<file path="config.mk">
export PLATFORM = sky130hd
export DESIGN_NAME = add32_seq_arb
export DESIGN_NICKNAME = d
export VERILOG_FILES = /design/src/rtl/add32_seq_arb.sv
export SDC_FILE = /design/constraint.sdc
export NUM_CORES = 1
export LEC_CHECK = 0
export ABC_CLOCK_PERIOD_IN_PS = 4140
export CELL_PAD_IN_SITES_DETAIL_PLACEMENT = 0
export CELL_PAD_IN_SITES_GLOBAL_PLACEMENT = 2
export CORE_AREA = 8 8 132 134
export CTS_BUF_LIST = sky130_fd_sc_hd__clkbuf_8
export CTS_CLUSTER_DIAMETER = 200
export DETAILED_ROUTE_END_ITERATION = 8
export DIE_AREA = 0 0 140 142
export DONT_BUFFER_PORTS = 1
export GPL_TIMING_DRIVEN = 0
export HOLD_SLACK_MARGIN = 0.08
export PLACE_DENSITY_LB_ADDON = 0.1
export SYNTH_ARGS = -nofsm -noshare
export SYNTH_HDL_FRONTEND = slang
export SYNTH_SLANG_ARGS = --single-unit
</file>
<file path="constraint.sdc">
create_clock -name clk -period 4.14 [get_ports clk]
set_input_delay 0.621 -clock clk [delete_from_list [all_inputs] [get_ports clk]]
set_output_delay 0.621 -clock clk [all_outputs]
set_load 0.005 [all_outputs]
</file>
<file path="src/rtl/add32_seq_arb.sv">
// Two-requester arbitrated 32-bit adder built around one 8-bit adder slice.
// Each granted add takes four byte cycles (LSB byte first) and then a one-cycle done pulse.
module add32_seq_arb (
    input  logic        clk,
    input  logic        reset,
    input  logic        req0,
    input  logic        req1,
    input  logic [31:0] a0,
    input  logic [31:0] b0,
    input  logic [31:0] a1,
    input  logic [31:0] b1,
    input  logic        cin0,
    input  logic        cin1,
    output logic        gnt0,
    output logic        gnt1,
    output logic        busy,
    output logic        done,
    output logic        done_id,
    output logic [31:0] sum,
    output logic        cout
);

    typedef enum logic [2:0] {IDLE, ADD0, ADD1, ADD2, ADD3, DONE} state_t;

    state_t      state, next_state;
    logic [31:0] op_a, op_b, result;
    logic        carry, owner, last_winner;
    logic        any_req, winner;
    logic [7:0]  slice_a, slice_b, slice_y;
    logic        slice_co;

    always_ff @(posedge clk) begin
        if (reset) state <= IDLE;
        else       state <= next_state;
    end

    // On a tie the requester that did not win last time is served.
    always_comb begin
        any_req    = req0 | req1;
        winner     = (req0 && req1) ? ~last_winner : req1;
        next_state = state;
        case (state)
            IDLE:    if (any_req) next_state = ADD0;
            ADD0:    next_state = ADD1;
            ADD1:    next_state = ADD2;
            ADD2:    next_state = ADD3;
            ADD3:    next_state = DONE;
            DONE:    next_state = IDLE;
            default: next_state = IDLE;
        endcase
    end

    // The single shared 8-bit slice, fed the byte selected by the current state.
    always_comb begin
        slice_a = op_a[7:0];
        slice_b = op_b[7:0];
        case (state)
            ADD1:    begin slice_a = op_a[15:8];  slice_b = op_b[15:8];  end
            ADD2:    begin slice_a = op_a[23:16]; slice_b = op_b[23:16]; end
            ADD3:    begin slice_a = op_a[31:24]; slice_b = op_b[31:24]; end
            default: begin slice_a = op_a[7:0];   slice_b = op_b[7:0];   end
        endcase
        {slice_co, slice_y} = {1'b0, slice_a} + {1'b0, slice_b} + {8'd0, carry};
    end

    always_ff @(posedge clk) begin
        if (reset) begin
            gnt0        <= 1'b0;
            gnt1        <= 1'b0;
            busy        <= 1'b0;
            done        <= 1'b0;
            done_id     <= 1'b0;
            sum         <= 32'd0;
            cout        <= 1'b0;
            carry       <= 1'b0;
            last_winner <= 1'b1;
            owner       <= 1'b0;
            op_a        <= 32'd0;
            op_b        <= 32'd0;
            result      <= 32'd0;
        end else begin
            busy <= (next_state != IDLE);
            done <= (next_state == DONE);
            gnt0 <= 1'b0;
            gnt1 <= 1'b0;
            case (state)
                IDLE: begin
                    if (any_req) begin
                        op_a        <= winner ? a1 : a0;
                        op_b        <= winner ? b1 : b0;
                        carry       <= winner ? cin1 : cin0;
                        owner       <= winner;
                        last_winner <= winner;
                        gnt0        <= ~winner;
                        gnt1        <= winner;
                    end
                end
                ADD0: begin result[7:0]   <= slice_y; carry <= slice_co; end
                ADD1: begin result[15:8]  <= slice_y; carry <= slice_co; end
                ADD2: begin result[23:16] <= slice_y; carry <= slice_co; end
                ADD3: begin
                    // Published result, carry-out and owner change together.
                    result[31:24] <= slice_y;
                    carry         <= slice_co;
                    sum           <= {slice_y, result[23:0]};
                    cout          <= slice_co;
                    done_id       <= owner;
                end
                default: ;
            endcase
        end
    end

endmodule

</file>
# Yosys cells after proc, flatten, opt, wreduce, memory -nomap -nowiden
# Index checks and enable logic that the tools add are counted.
# word_totals
ff_bits,132
ram_bits,0
mem_count,0
romBits,0
latch_bits,0
output_inout_bits,38
wordCells,47
input_bits,134
# op_classes
bitwise_logic,5
magnitude_cmp,0
shift,0
n_addsub,2
reduce_logical,8
muxes,10
div,0
mul,0
n_eq_ne,6
# ops
operator,n
32-bit two-way mux,2
8-bit case mux with 3 select lines,2
3-bit case mux with 5 select lines,1
8-bit by 8-bit adder with 9-bit output,1
9-bit by 1-bit adder with 9-bit output,1
"3-bit by 2-bit equality test with 1-bit output, second input constant",2
"3-bit equality test, second input constant",2
1-bit NOT,4
2-bit AND reduction,2
4-bit OR reduction,1
"3-bit by 1-bit equality test with 1-bit output, second input constant",1
3-bit zero test,1
1-bit two-way mux,3
3-bit two-way mux,1
3-bit nonzero test,1
3-bit OR reduction,1
"2-bit inequality test, second input constant",1
1-bit case mux with 2 select lines,1
2-bit nonzero test,1
1-bit logical AND,1
1-bit OR,1

# Logic depth before layout (Yosys ltp)
# Gate-level depths: netlist (run 1).
# logic_depth
depth_word,5
depth_mapped,14
depth_no_buf,11

# Least setup slack after synthesis (run 1)
# OpenSTA, ideal clock, no wires.
# synth_timing
path_type,flip-flop to flip-flop
from,reg state[1]
to,reg result[14]
path_buffers,3
synth_period_minus_slack_ns,2.998
stages_incl_launch_ff,15
arrival_time_ns,2.866
t_required_ns,4.009
slack_ns,1.142
setup_ns,0.131
path_cell_list,dfxtp_1 -> buf_6 -> nor2_4 -> and2_1 -> buf_2 -> nor2_2 -> buf_2 -> a221oi_1 -> fa_1 -> inv_1 -> fa_1 -> a211oi_1 -> nor3b_1 -> a211oi_2 -> o31ai_1
# synth_between
elab_chain_cells,4
elab_cells_between_ends,7
classes_between,add/sub: 2; eq/ne: 3; mux: 2
# synth_lines
item,line_no,source
start: declaration,25,"state_t state, next_state;"
start signal: assignment,34,else state <= next_state;
"3-bit equality test, or another cell as far along",57,case (state)
8-bit case mux with 3 select lines,57,
8-bit by 8-bit adder with 9-bit output,63,"{slice_co, slice_y} = {1'b0, slice_a} + {1'b0, slice_b} + {8'd0, carry};"
9-bit by 1-bit adder with 9-bit output,63,
end signal: assignment,99,ADD1: begin result[15:8] <= slice_y; carry <= slice_co; end
end: declaration,26,"logic [31:0] op_a, op_b, result;"
# Several ways; a longest one is shown, not always the timed one.
# A chain may end at the register's enable or synchronous reset.

# Final worst setup path (run 1)
# layout_timing
from,reg state[2]
to,reg cout
# layout_between
elab_chain_cells,4
elab_cells_between_ends,7
classes_between,add/sub: 2; eq/ne: 3; mux: 2
# layout_lines
item,line_no,source
3-bit equality test or 3-bit by 2-bit equality test with 1-bit output (tied branches),"57, 86",
8-bit case mux with 3 select lines,57,
8-bit by 8-bit adder with 9-bit output,63,
9-bit by 1-bit adder with 9-bit output,63,
end signal: assignment,106,cout <= slice_co;
end: declaration,20,output logic cout
# Several ways; a longest one is shown, not always the timed one.

==> summary.txt, run 1 <==
Drt
  • First-pass detailed-route iteration total: 5
  • DRT antenna net count: 0
  • Detail-routed via count per cell: ~5.7
  • Vias after detailed routing: 4905
  • Overall routed net length: 19.4 mm
  • Initial drt markers: 320
  • Number of remaining DRC errors: 0
  • Average wire length per cell after detail routing: 22.5 um

Setup path
  • Data arrival time of the critical path: 4.05 ns
  • Worst Setup Start Kind: flop
  • Worst-path maximum fanout: 10
  • CP Class: flop to flop
  • Critical Path Sink Type: flop
  • Worst reg-to-reg setup slack: 0.38 ns
  • Critical path required time: 4.44 ns

Clocking
  • Clock network latency to the later pin of the worst-skew pair: approximately 0.45 ns
  • TritonCTS Buffers: 17
  • Maximum clock path buffer count: 2
  • H-tree levels: 4
  • Reg clk slew, reported paths: 0.07 ns
  • Clk root buf: sky130_fd_sc_hd__clkbuf_8
  • Clock tree from TritonCTS: yes
  • Total number of clock tree sinks: 132

Yosys
  • Fraction of synthesized cell area in xor and xnor cells: less than 1%
  • Post-Synthesis Mean Instance Area: 8.79 um2
  • Share of synthesized area spent on multiplexers: between 3 and 4%
  • Yosys Warn Count: 0
  • Async set-reset flop share out of synthesis: 0%
  • EDFF count, synth: 0
  • Compound-cell area share of the yosys netlist: 22.6%
  • Simple-Gate Fraction of Synth Area: 19.9%
  • Seq cells post-synth: between 100 and 150
  • Synth Instances: 644
  • Area of the mapped netlist: between 0.005 and 0.006 mm2
  • Part of the Yosys area used for sequential elements: 46.7%
  • Flip-flop cell with the highest count after synthesis: sky130_fd_sc_hd__dfxtp_1
  • Synthesized net count: 787
  • Number of unique standard cell types used by synthesis: 55
  • Synthesized-area fraction occupied by adder cells: 2.26%
  • Main combinational cell family by area after synthesis: compound AO/OA/AOI/OAI gates

Placement
  • Number of placed cells counting well taps: 836
  • Final weighted congestion in routability-driven placement: 0.834
  • IO buf count: 0
  • Cell area reported after detailed placement: 0.00590 mm2
  • Detailed placement HPWL: roughly 15 mm

Pwr
  • Max rail drop VDD: 0.000197 V
  • Logic pwr share: about a fifth
  • Clock share of power: roughly a third
  • Switching power: 956 uW
  • Total Power: 3200 uW
  • Power density over cell area: between 500 and 600 mW/mm2
  • Cell Int Power: between 2000 and 2500 uW
  • Lkg Pwr: 0.00236 uW
  • Switching part of the total: 29.9%
  • Part of the total power dissipated in sequential elements: 45.7%

GRT
  • Wire length of the first global-routing pass: 29.5 mm
  • Vias in the first global route: 5118
  • Pin count of the biggest net entering global routing: 17
  • GR Overflow Total: 0
  • Antenna violations before repair: 0
  • Total track usage: 19.6%

Floorplanning
  • Vertical extent of the die: 142 um
  • Width of the die: approximately 140 um
  • Die Outline Area: 0.0199 mm2
  • Cell row count: 46
  • Core area: 0.0154 mm2
  • Count of pins on the block boundary: 172
  • Starting utilization of the core area: 36.7%

Hold path
  • Type of the tightest min-delay check: primary input to flop

Finish
  • Proportion of layout cells with a drive suffix above 1: approximately a tenth
  • Share of the core filled with cells in the final layout: around two fifths
  • Final cell count without fillers: 864
  • Synthesis-to-finish area growth: 11.1%
  • Net count, final: between 800 and 900
  • Post-layout instance area: 0.00629 mm2
  • Antenna diodes: 0

STA
  • Post-route minimum period: 3.76 ns
  • FMAX: 266 MHz
  • Final setup violating endpoints: 0
  • Final number of hold-violating endpoints: 0
  • Actual transition at the worst max-transition pin: between 0.7 and 0.8 ns
  • Crit share post-route: 90.8%
  • RSZ-0062 raised after global routing: false
  • Relative slew margins: 51.4%
  • Worst clock skew: 0.00807 ns
  • Setup_tns: 0 ns
  • Slew Limit Fails: 0

Status
  • Outcome: finished clean

Flow run
  • Max-cap violations: 0
through the flow:
stage	hold WS, ns	setup WS (ns)
after floorplan	0.426	1.14
after global placement	0.445	0.173
after detailed placement	0.449	0.145
after CTS	0.283	0.128
after global routing	0.285	0.197
final	0.309	0.383
cells in the mapped netlist (2+ instances only):
cell,instances,area [um2]
sky130_fd_sc_hd__nor3_1,46,230
sky130_fd_sc_hd__o22ai_1,43,269
sky130_fd_sc_hd__nand2_2,2,12.5
sky130_fd_sc_hd__dfxtp_1,132,2640
sky130_fd_sc_hd__nand3_1,18,90.1
sky130_fd_sc_hd__buf_6,4,45.0
sky130_fd_sc_hd__nor2_1,82,308
sky130_fd_sc_hd__nand2b_1,2,12.5
sky130_fd_sc_hd__o31ai_1,4,30.0
sky130_fd_sc_hd__or2_2,2,12.5
sky130_fd_sc_hd__a21oi_1,41,205
sky130_fd_sc_hd__o31a_1,2,17.5
sky130_fd_sc_hd__nand2_1,67,251
sky130_fd_sc_hd__o41ai_1,6,52.6
sky130_fd_sc_hd__ha_1,7,87.6
sky130_fd_sc_hd__buf_1,2,7.51
sky130_fd_sc_hd__a31oi_1,4,25.0
sky130_fd_sc_hd__a221oi_1,3,26.3
sky130_fd_sc_hd__buf_2,12,60.1
sky130_fd_sc_hd__nor3b_1,2,15.0
sky130_fd_sc_hd__o21ai_0,9,45.0
sky130_fd_sc_hd__and2_1,2,12.5
sky130_fd_sc_hd__and3_1,12,75.1
sky130_fd_sc_hd__mux2i_1,16,160
sky130_fd_sc_hd__clkbuf_1,26,97.6
sky130_fd_sc_hd__fa_1,2,40.0
sky130_fd_sc_hd__a222oi_1,10,100
sky130_fd_sc_hd__a21o_1,5,37.5
sky130_fd_sc_hd__nor2_2,3,18.8
sky130_fd_sc_hd__a211oi_1,11,82.6
sky130_fd_sc_hd__inv_1,5,18.8
sky130_fd_sc_hd__nor2b_1,5,31.3
sky130_fd_sc_hd__buf_4,7,52.6
sky130_fd_sc_hd__o41ai_2,2,32.5
sky130_fd_sc_hd__a221o_1,25,250
sky130_fd_sc_hd__o21a_1,4,30.0
cell families after synthesis:
logic type | count (synthesis)
buf+inv | 58
mux | 17
fa+ha+maj | 9
flops | 132
compound gates | 177
xor+xnor | 2
simple gates | 249
per-layer routing:
| layer | wire [um] | global-route usage, % | part of all wire, % | vias to the layer above |
|---|---|---|---|---|
| met5 | 0 | 0 | 0 | - |
| met4 | 405 | 7.83 | 2.1 | 0 |
| met3 | 1820 | 8.62 | 9.4 | 27 |
| met2 | 9020 | 31.6 | 46 | 156 |
| met1 | 8200 | 22.4 | 42 | 2306 |
| li1 | - | - | - | 2416 |
state kept, by name, indices dropped and copies added, names as in the netlist:
register     count
last_winner      1
carry            1
op_b            32
done_id          1
op_a            32
sum             32
done             1
owner            1
gnt0             1
state            3
cout             1
gnt1             1
busy             1
result          24
what timing repair did:
action / 4_1_cts / 5_1_grt
setup buffers: 0 / 0
resized for setup: 0 / 1
setup endpoints to repair: 0 / 1
hold buffers: 0 / 0
worst max-delay path, stage by stage (launching register included):
cell and delay [ns]:
sky130_fd_sc_hd__dfxtp_1 0.43, sky130_fd_sc_hd__nand2b_1 0.13, sky130_fd_sc_hd__buf_2 0.20, sky130_fd_sc_hd__clkbuf_1 0.46
sky130_fd_sc_hd__nor2_1 0.13, sky130_fd_sc_hd__a221oi_2 0.35, sky130_fd_sc_hd__fa_1 0.28, sky130_fd_sc_hd__inv_1 0.06
sky130_fd_sc_hd__fa_1 0.43, sky130_fd_sc_hd__a211oi_1 0.39, sky130_fd_sc_hd__nor4b_1 0.11, sky130_fd_sc_hd__a211oi_1 0.49
sky130_fd_sc_hd__a211oi_1 0.16
power groups by stage:
stage / Combinational (uW) / Sequential, uW / Clock [uW]
2_1_floorplan: 489 / 1450 / 0
3_3_place_gp: 649 / 1490 / 0
3_5_place_dp: 659 / 1490 / 0
4_1_cts: 661 / 1460 / 1100
5_1_grt: 728 / 1470 / 1150
6_report: 661 / 1460 / 1070
path summary, 6_finish.rpt:
| kind | start | to | cells after the start |
|---|---|---|---|
| max | state[2] | cout | 12 |
| min | a1[20] | op_a[20] | 1 |
| max reg2reg | state[2] | cout | 12 |
| min reg2reg | result[12] | sum[12] | 2 |
placed cells by master, fill, tap and decap left out, drive strengths merged, types with 16 or more instances in the layout:
master,count
clkbuf,49
nand2,69
nand3,18
o22ai,43
a21oi,41
nor2,86
mux2i,16
a221o,25
nor3,48
buf,25
dfxtp,132
area by class of cell:
type / instances / area, um2
Buffer: 52 / 268
Clock buffer: 22 / 303
Clock inverter: 6 / 78.8
Fill cell: 1621 / 9140
Inverter: 6 / 22.5
Multi-Input combinational cell: 454 / 2730
Sequential cell: 132 / 2640
Tap cell: 192 / 240
Power figures use the tool's default switching activity.
==> inputs of run 2 (changes only) <==
--- a/config.mk
+++ b/config.mk
@@ -17,6 +17,7 @@
 export GPL_TIMING_DRIVEN = 0
 export HOLD_SLACK_MARGIN = 0.08
 export PLACE_DENSITY_LB_ADDON = 0.1
+export REMOVE_ABC_BUFFERS = 1
 export SYNTH_ARGS = -nofsm -noshare
 export SYNTH_HDL_FRONTEND = slang
 export SYNTH_SLANG_ARGS = --single-unit
==> run 2 against run 1 <==
Cell count down 5.2%. Clock skew up 0.0012 ns. Flip-flop and latch count unchanged. Worst setup slack worse by 0.089 ns. Clock power up 15%. Sequential power about the same. Wire length down 12%. Critical path depth down 1. First-iteration DRC count down 19%. Maximum frequency down 2.3%. Cell area down 2.2%. Clock-buffer cell count down 2.
==> summary.txt, run 2 (synthesis results as in run 1) <==
Setup path
  • Worst reg-to-reg setup slack: between 0.2 and 0.3 ns
  • CP Class: flop to flop
  • Critical Path Sink Type: flop
  • Worst Setup Start Kind: flop
  • Cell seen most often among critical-path stages: sky130_fd_sc_hd__fa_1
  • Slowest cell on crit path: sky130_fd_sc_hd__dfxtp_1
  • Family with the most delay on the worst path: compound AO/OA/AOI/OAI gates
  • Data arrival time of the critical path: 4.16 ns
  • Maximum single-stage delay on the critical path: roughly 0.7 ns
  • Critical path required time: 4.46 ns
  • Buf+Inv Stages, Crit Path: 2
  • Worst-path maximum fanout: 34
  • Cell chain of the critical path: and2_4 -> buf_12 -> nor2_4 -> a221oi_1 -> fa_1 -> inv_1 -> fa_1 -> a211oi_1 -> nor3b_1 -> a211oi_2 -> o31ai_1

Finish
  • Biggest registers after layout: op_a (32), op_b (32), sum (32)
  • Most frequent cells in the layout: 131 x sky130_fd_sc_hd__dfxtp_1, 82 x sky130_fd_sc_hd__nor2_1, 67 x sky130_fd_sc_hd__nand2_1
  • Share of the core filled with cells in the final layout: approximately two fifths
  • Net count, final: 756
  • Synthesis-to-finish area growth: 8.60%
  • Leading cell type in the layout, fill and taps excluded: sky130_fd_sc_hd__dfxtp_1
  • Proportion of layout cells with a drive suffix above 1: 8.79%

Drt
  • Initial drt markers: 259
  • First-pass detailed-route iteration total: 5
  • Vias after detailed routing: roughly 4700
  • Detail-routed via count per cell: 5.70
  • Number of remaining DRC errors: 0
  • Average wire length per cell after detail routing: 20.9 um
  • Overall routed net length: between 15 and 20 mm
  • DRT antenna net count: 0

Floorplanning
  • Cell row count: 46
  • Starting utilization of the core area: 36.7%
  • Die Outline Area: between 0.015 and 0.02 mm2
  • Vertical extent of the die: roughly 140 um
  • Core area: between 0.015 and 0.02 mm2
  • Count of pins on the block boundary: 172
  • Width of the die: 140 um

GRT
  • Antenna violations before repair: 1
  • Total track usage: 17.2%
  • Wire length of the first global-routing pass: 26.7 mm
  • Pin count of the biggest net entering global routing: 118
  • GR Overflow Total: 0
  • Vias in the first global route: 4836

Placement
  • Final weighted congestion in routability-driven placement: about 0.74
  • Detailed placement HPWL: 11.8 mm
  • IO buf count: 0
  • Place WS: -0.473 ns

Clocking
  • Maximum clock path buffer count: 2
  • Clock network latency to the later pin of the worst-skew pair: 0.45 ns
  • Clk root buf: sky130_fd_sc_hd__clkbuf_8
  • Hold-fix buffers, CTS: 0
  • Reg clk slew, reported paths: 0.08 ns
  • Total number of clock tree sinks: 132
  • TritonCTS Buffers: 17
  • H-tree levels: 4
  • Clock tree from TritonCTS: yes

Flow run
  • Max-cap violations: 0

STA
  • RSZ-0062 raised after global routing: false
  • Worst slack on hold paths: 0.259 ns
  • FMAX: 260 MHz
  • Slew Limit Fails: 0
  • Worst clock skew: 0.00924 ns
  • Final number of hold-violating endpoints: 0
  • Crit share post-route: 92.9%
  • Relative slew margins: 9.82%
  • Actual transition at the worst max-transition pin: 1.34 ns
  • Worst path setup slack after routing: about 0.29 ns
  • Post-route minimum period: roughly 3.8 ns
  • Final setup violating endpoints: 0

Status
  • Outcome: finished clean

Pwr
  • Power density over cell area: 531 mW/mm2
  • Max rail drop VDD: roughly 0.00018 V
  • Lkg Pwr: 0.00226 uW

Hold path
  • Type of the tightest min-delay check: primary input to flop
[run 2: changes by cell type in the layout (fill, tap and decap cells not counted), moves of 4 or more]
cell	delta
sky130_fd_sc_hd__buf_2	-12
sky130_fd_sc_hd__buf_4	-7
sky130_fd_sc_hd__buf_6	-4
sky130_fd_sc_hd__clkbuf_1	-26
[run 2: routing by layer]
layer  global-route usage [%]  part of all wire, %
met5                        0                    0
met4                     6.69                  1.7
met3                     7.35                  8.7
met2                     27.9                   47
met1                     19.9                   43
[run 2: through the flow]
stage,setup TNS (ns),instance area [um2],std cells,power [uW]
6_report,0,6140,819,3260
2_1_floorplan,0,5390,592,1900
5_1_grt,0,6140,819,3440
3_3_place_gp,-44.08,5630,784,2050
3_5_place_dp,-2.37,5680,786,2070
4_1_cts,0,6140,818,3310
[run 2: final cells by class]
class,count,area (um2)
inverters,6,22.5
well taps,192,240
flip-flops and latches,132,2650
multi-input cells,454,2740
repair buffers,2,40.0
clock inverters,12,176
fillers,1602,9280
diodes,1,2.50
clock buffers,20,275
[run 2: worst register-to-register path: stages (launching register included)]
cell	delay (ns)
sky130_fd_sc_hd__dfxtp_1	0.68
sky130_fd_sc_hd__and2_4	0.43
sky130_fd_sc_hd__buf_12	0.23
sky130_fd_sc_hd__nor2_4	0.15
sky130_fd_sc_hd__a221oi_1	0.37
sky130_fd_sc_hd__fa_1	0.26
sky130_fd_sc_hd__inv_1	0.05
sky130_fd_sc_hd__fa_1	0.42
sky130_fd_sc_hd__a211oi_1	0.38
sky130_fd_sc_hd__nor3b_1	0.11
sky130_fd_sc_hd__a211oi_2	0.50
sky130_fd_sc_hd__o31ai_1	0.13
[run 2: final timing paths]
kind,start,end,cells after the start
setup / recovery,state[2],result[14],11
hold / removal,reset,op_a[30],1
hold reg to reg,result[22],sum[22],2
setup reg to reg,state[2],result[14],11
[run 2: power by group]
part | internal [uW] | switching [uW] | leakage, uW
registers | 1380 | 76.7 | 0.00108
clock network | 705 | 520 | 0.000225
logic | 234 | 344 | 0.000948
total | 2320 | 941 | 0.00226
[run 2: what timing repair did]
item,in CTS,in global routing
setup buffers,0,0
hold endpoints to repair,0,0
endpoints found under the setup margin,11,6
resized for setup,2,2
==> inputs of run 3 (changes only) <==
--- a/config.mk
+++ b/config.mk
@@ -8,11 +8,11 @@
 export ABC_CLOCK_PERIOD_IN_PS = 4140
 export CELL_PAD_IN_SITES_DETAIL_PLACEMENT = 0
 export CELL_PAD_IN_SITES_GLOBAL_PLACEMENT = 2
-export CORE_AREA = 8 8 132 134
+export CORE_AREA = 2 2 126 128
 export CTS_BUF_LIST = sky130_fd_sc_hd__clkbuf_8
 export CTS_CLUSTER_DIAMETER = 200
 export DETAILED_ROUTE_END_ITERATION = 8
-export DIE_AREA = 0 0 140 142
+export DIE_AREA = 0 0 128 130
 export DONT_BUFFER_PORTS = 1
 export GPL_TIMING_DRIVEN = 0
 export HOLD_SLACK_MARGIN = 0.08
==> run 3 against run 2 <==
Critical path depth grew 2. Combinational power grew 5.4%. Sequential power is essentially flat. Highest routed layer unchanged. Non-clock buffer count grew 2. Via count grew 1.2%. Worst hold slack gained 0.0010 ns. Die area shrank 16%. Register-to-register slack gained 0.04 ns. Cell area shrank 0.41%. Largest power group unchanged. Utilization shrank 0.16 points. Worst setup slack gained 0.039 ns. Flip-flop and latch count is the same.
==> summary.txt, run 3 (synthesis results as in run 1) <==
Placement
  • Final weighted congestion in routability-driven placement: 0.731
  • Detailed placement HPWL: ~11 mm
  • IO buf count: 0
  • Number of placed cells counting well taps: 788

Finish
  • Proportion of layout cells with a drive suffix above 1: 9.08%
  • Share of the core filled with cells in the final layout: 39.7%
  • Final cell count without fillers: 821
  • Multi-input gate area in the final layout: 0.00276 mm2
  • Biggest registers after layout: op_a (32), op_b (32), sum (32)
  • Synthesis-to-finish area growth: 8.16%
  • Area used by sequential logic in the layout: 0.00264 mm2
  • Final-layout fill cell count: 1603
  • Most frequent cells in the layout: 131 x sky130_fd_sc_hd__dfxtp_1, 82 x sky130_fd_sc_hd__nor2_1, 67 x sky130_fd_sc_hd__nand2_1
  • Leading cell type in the layout, fill and taps excluded: sky130_fd_sc_hd__dfxtp_1
  • Net count, final: 758

GRT
  • Vias in the first global route: 4747
  • Total track usage: 20.0%
  • Antenna violations before repair: 1
  • GR Overflow Total: 0
  • Wire length of the first global-routing pass: between 20 and 30 mm
  • Pin count of the biggest net entering global routing: 118

Setup path
  • Critical Path Sink Type: flop
  • Worst reg-to-reg setup slack: ~0.33 ns
  • Data arrival time of the critical path: between 4 and 5 ns
  • CP Class: flop to flop
  • Critical path required time: 4.42 ns
  • Worst Setup Start Kind: flop
  • Worst-path maximum fanout: 34

Floorplanning
  • Width of the die: around 130 um
  • Die Outline Area: 0.0166 mm2
  • Starting utilization of the core area: 36.7%
  • Vertical extent of the die: 130 um
  • Cell row count: 46
  • Core area: about 0.015 mm2
  • Count of pins on the block boundary: ~170

STA
  • FMAX: 263 MHz
  • Relative slew margins: about a fifth
  • Final setup violating endpoints: 0
  • Worst slack on hold paths: 0.260 ns
  • Final number of hold-violating endpoints: 0
  • RSZ-0062 raised after global routing: false
  • Crit share post-route: roughly nine tenths
  • Worst clock skew: just over 0.009 ns
  • Post-route minimum period: 3.81 ns
  • Actual transition at the worst max-transition pin: 1.22 ns
  • Slew Limit Fails: 0

Drt
  • DRT antenna net count: 0
  • Average wire length per cell after detail routing: 19.9 um
  • Vias after detailed routing: 4729
  • Detail-routed via count per cell: 5.76
  • Initial drt markers: 358
  • First-pass detailed-route iteration total: 5
  • Overall routed net length: around 16 mm
  • Number of remaining DRC errors: 0

Clocking
  • Reg clk slew, reported paths: roughly 0.070 ns
  • Total number of clock tree sinks: 132
  • TritonCTS Buffers: 17
  • Maximum clock path buffer count: 2
  • Clock network latency to the later pin of the worst-skew pair: 0.44 ns
  • Clock tree from TritonCTS: yes
  • Total setup buffers inserted after CTS: 0
  • Hold-fix buffers, CTS: 0
  • H-tree levels: 4
  • Clk root buf: sky130_fd_sc_hd__clkbuf_8

Pwr
  • Lkg Pwr: 0.00225 uW
  • Power density over cell area: between 500 and 600 mW/mm2
  • Max rail drop VDD: 0.000213 V

Status
  • Outcome: finished clean

Hold path
  • Type of the tightest min-delay check: primary input to flop

Flow run
  • Max-cap violations: 0
## run 3: final cells by class
cell class              count  share of cell area [%]
clock inverters            12                    1.45
well taps                 192                    3.93
multi-input cells         454                    45.1
clock buffers              20                    4.50
diodes                      1                  0.0409
inverters                   6                   0.368
repair buffers              4                    1.43
flip-flops and latches    132                    43.2
## run 3: path summary, 6_finish.rpt
check,start,to,cells after the start
min,reset,op_a[21],1
max,state[0],sum[30],13
max reg2reg,state[0],sum[30],13
min reg2reg,result[9],result[9],2
## run 3: stage by stage
step | setup TNS (ns) | area [um2] | setup WS, ns | total power, uW
4_1_cts | 0 | 6100 | 0.00951 | 3110
3_5_place_dp | -4.11 | 5730 | -0.618 | 2080
2_1_floorplan | 0 | 5390 | 0.0573 | 1900
3_3_place_gp | -43.49 | 5630 | -1.85 | 2060
5_1_grt | 0 | 6120 | 0.0558 | 3250
6_report | 0 | 6120 | 0.334 | 3080
## run 3: timing repair
action	CTS	global route
gates resized for setup	3	4
endpoints found under the hold margin	0	0
setup endpoints to repair	22	7
## run 3: report_power, final
part	switching [uW]	internal, uW
sequential	70.5	1380
clock	505	511
combinational	358	250
total	933	2140
## run 3: worst max-delay path, stage by stage, from the launching register on
cell and delay, ns:
sky130_fd_sc_hd__dfxtp_2 0.56, sky130_fd_sc_hd__buf_16 0.22, sky130_fd_sc_hd__nor2_4 0.07, sky130_fd_sc_hd__and2_4 0.27
sky130_fd_sc_hd__buf_12 0.20, sky130_fd_sc_hd__nor2_4 0.41, sky130_fd_sc_hd__a221oi_1 0.18, sky130_fd_sc_hd__fa_1 0.42
sky130_fd_sc_hd__inv_1 0.08, sky130_fd_sc_hd__fa_1 0.23, sky130_fd_sc_hd__a211oi_2 0.11, sky130_fd_sc_hd__or2_2 0.39
sky130_fd_sc_hd__a211oi_4 0.41, sky130_fd_sc_hd__o31ai_1 0.10
## run 3: layer usage
metal	vias to the layer above	GRT usage, %	wire length, um
met2	150	32.6	7760
met5	-	0	0
met4	0	7.56	280
met3	21	6.23	1050
met1	2237	25.0	7220
li1	2321	-	-
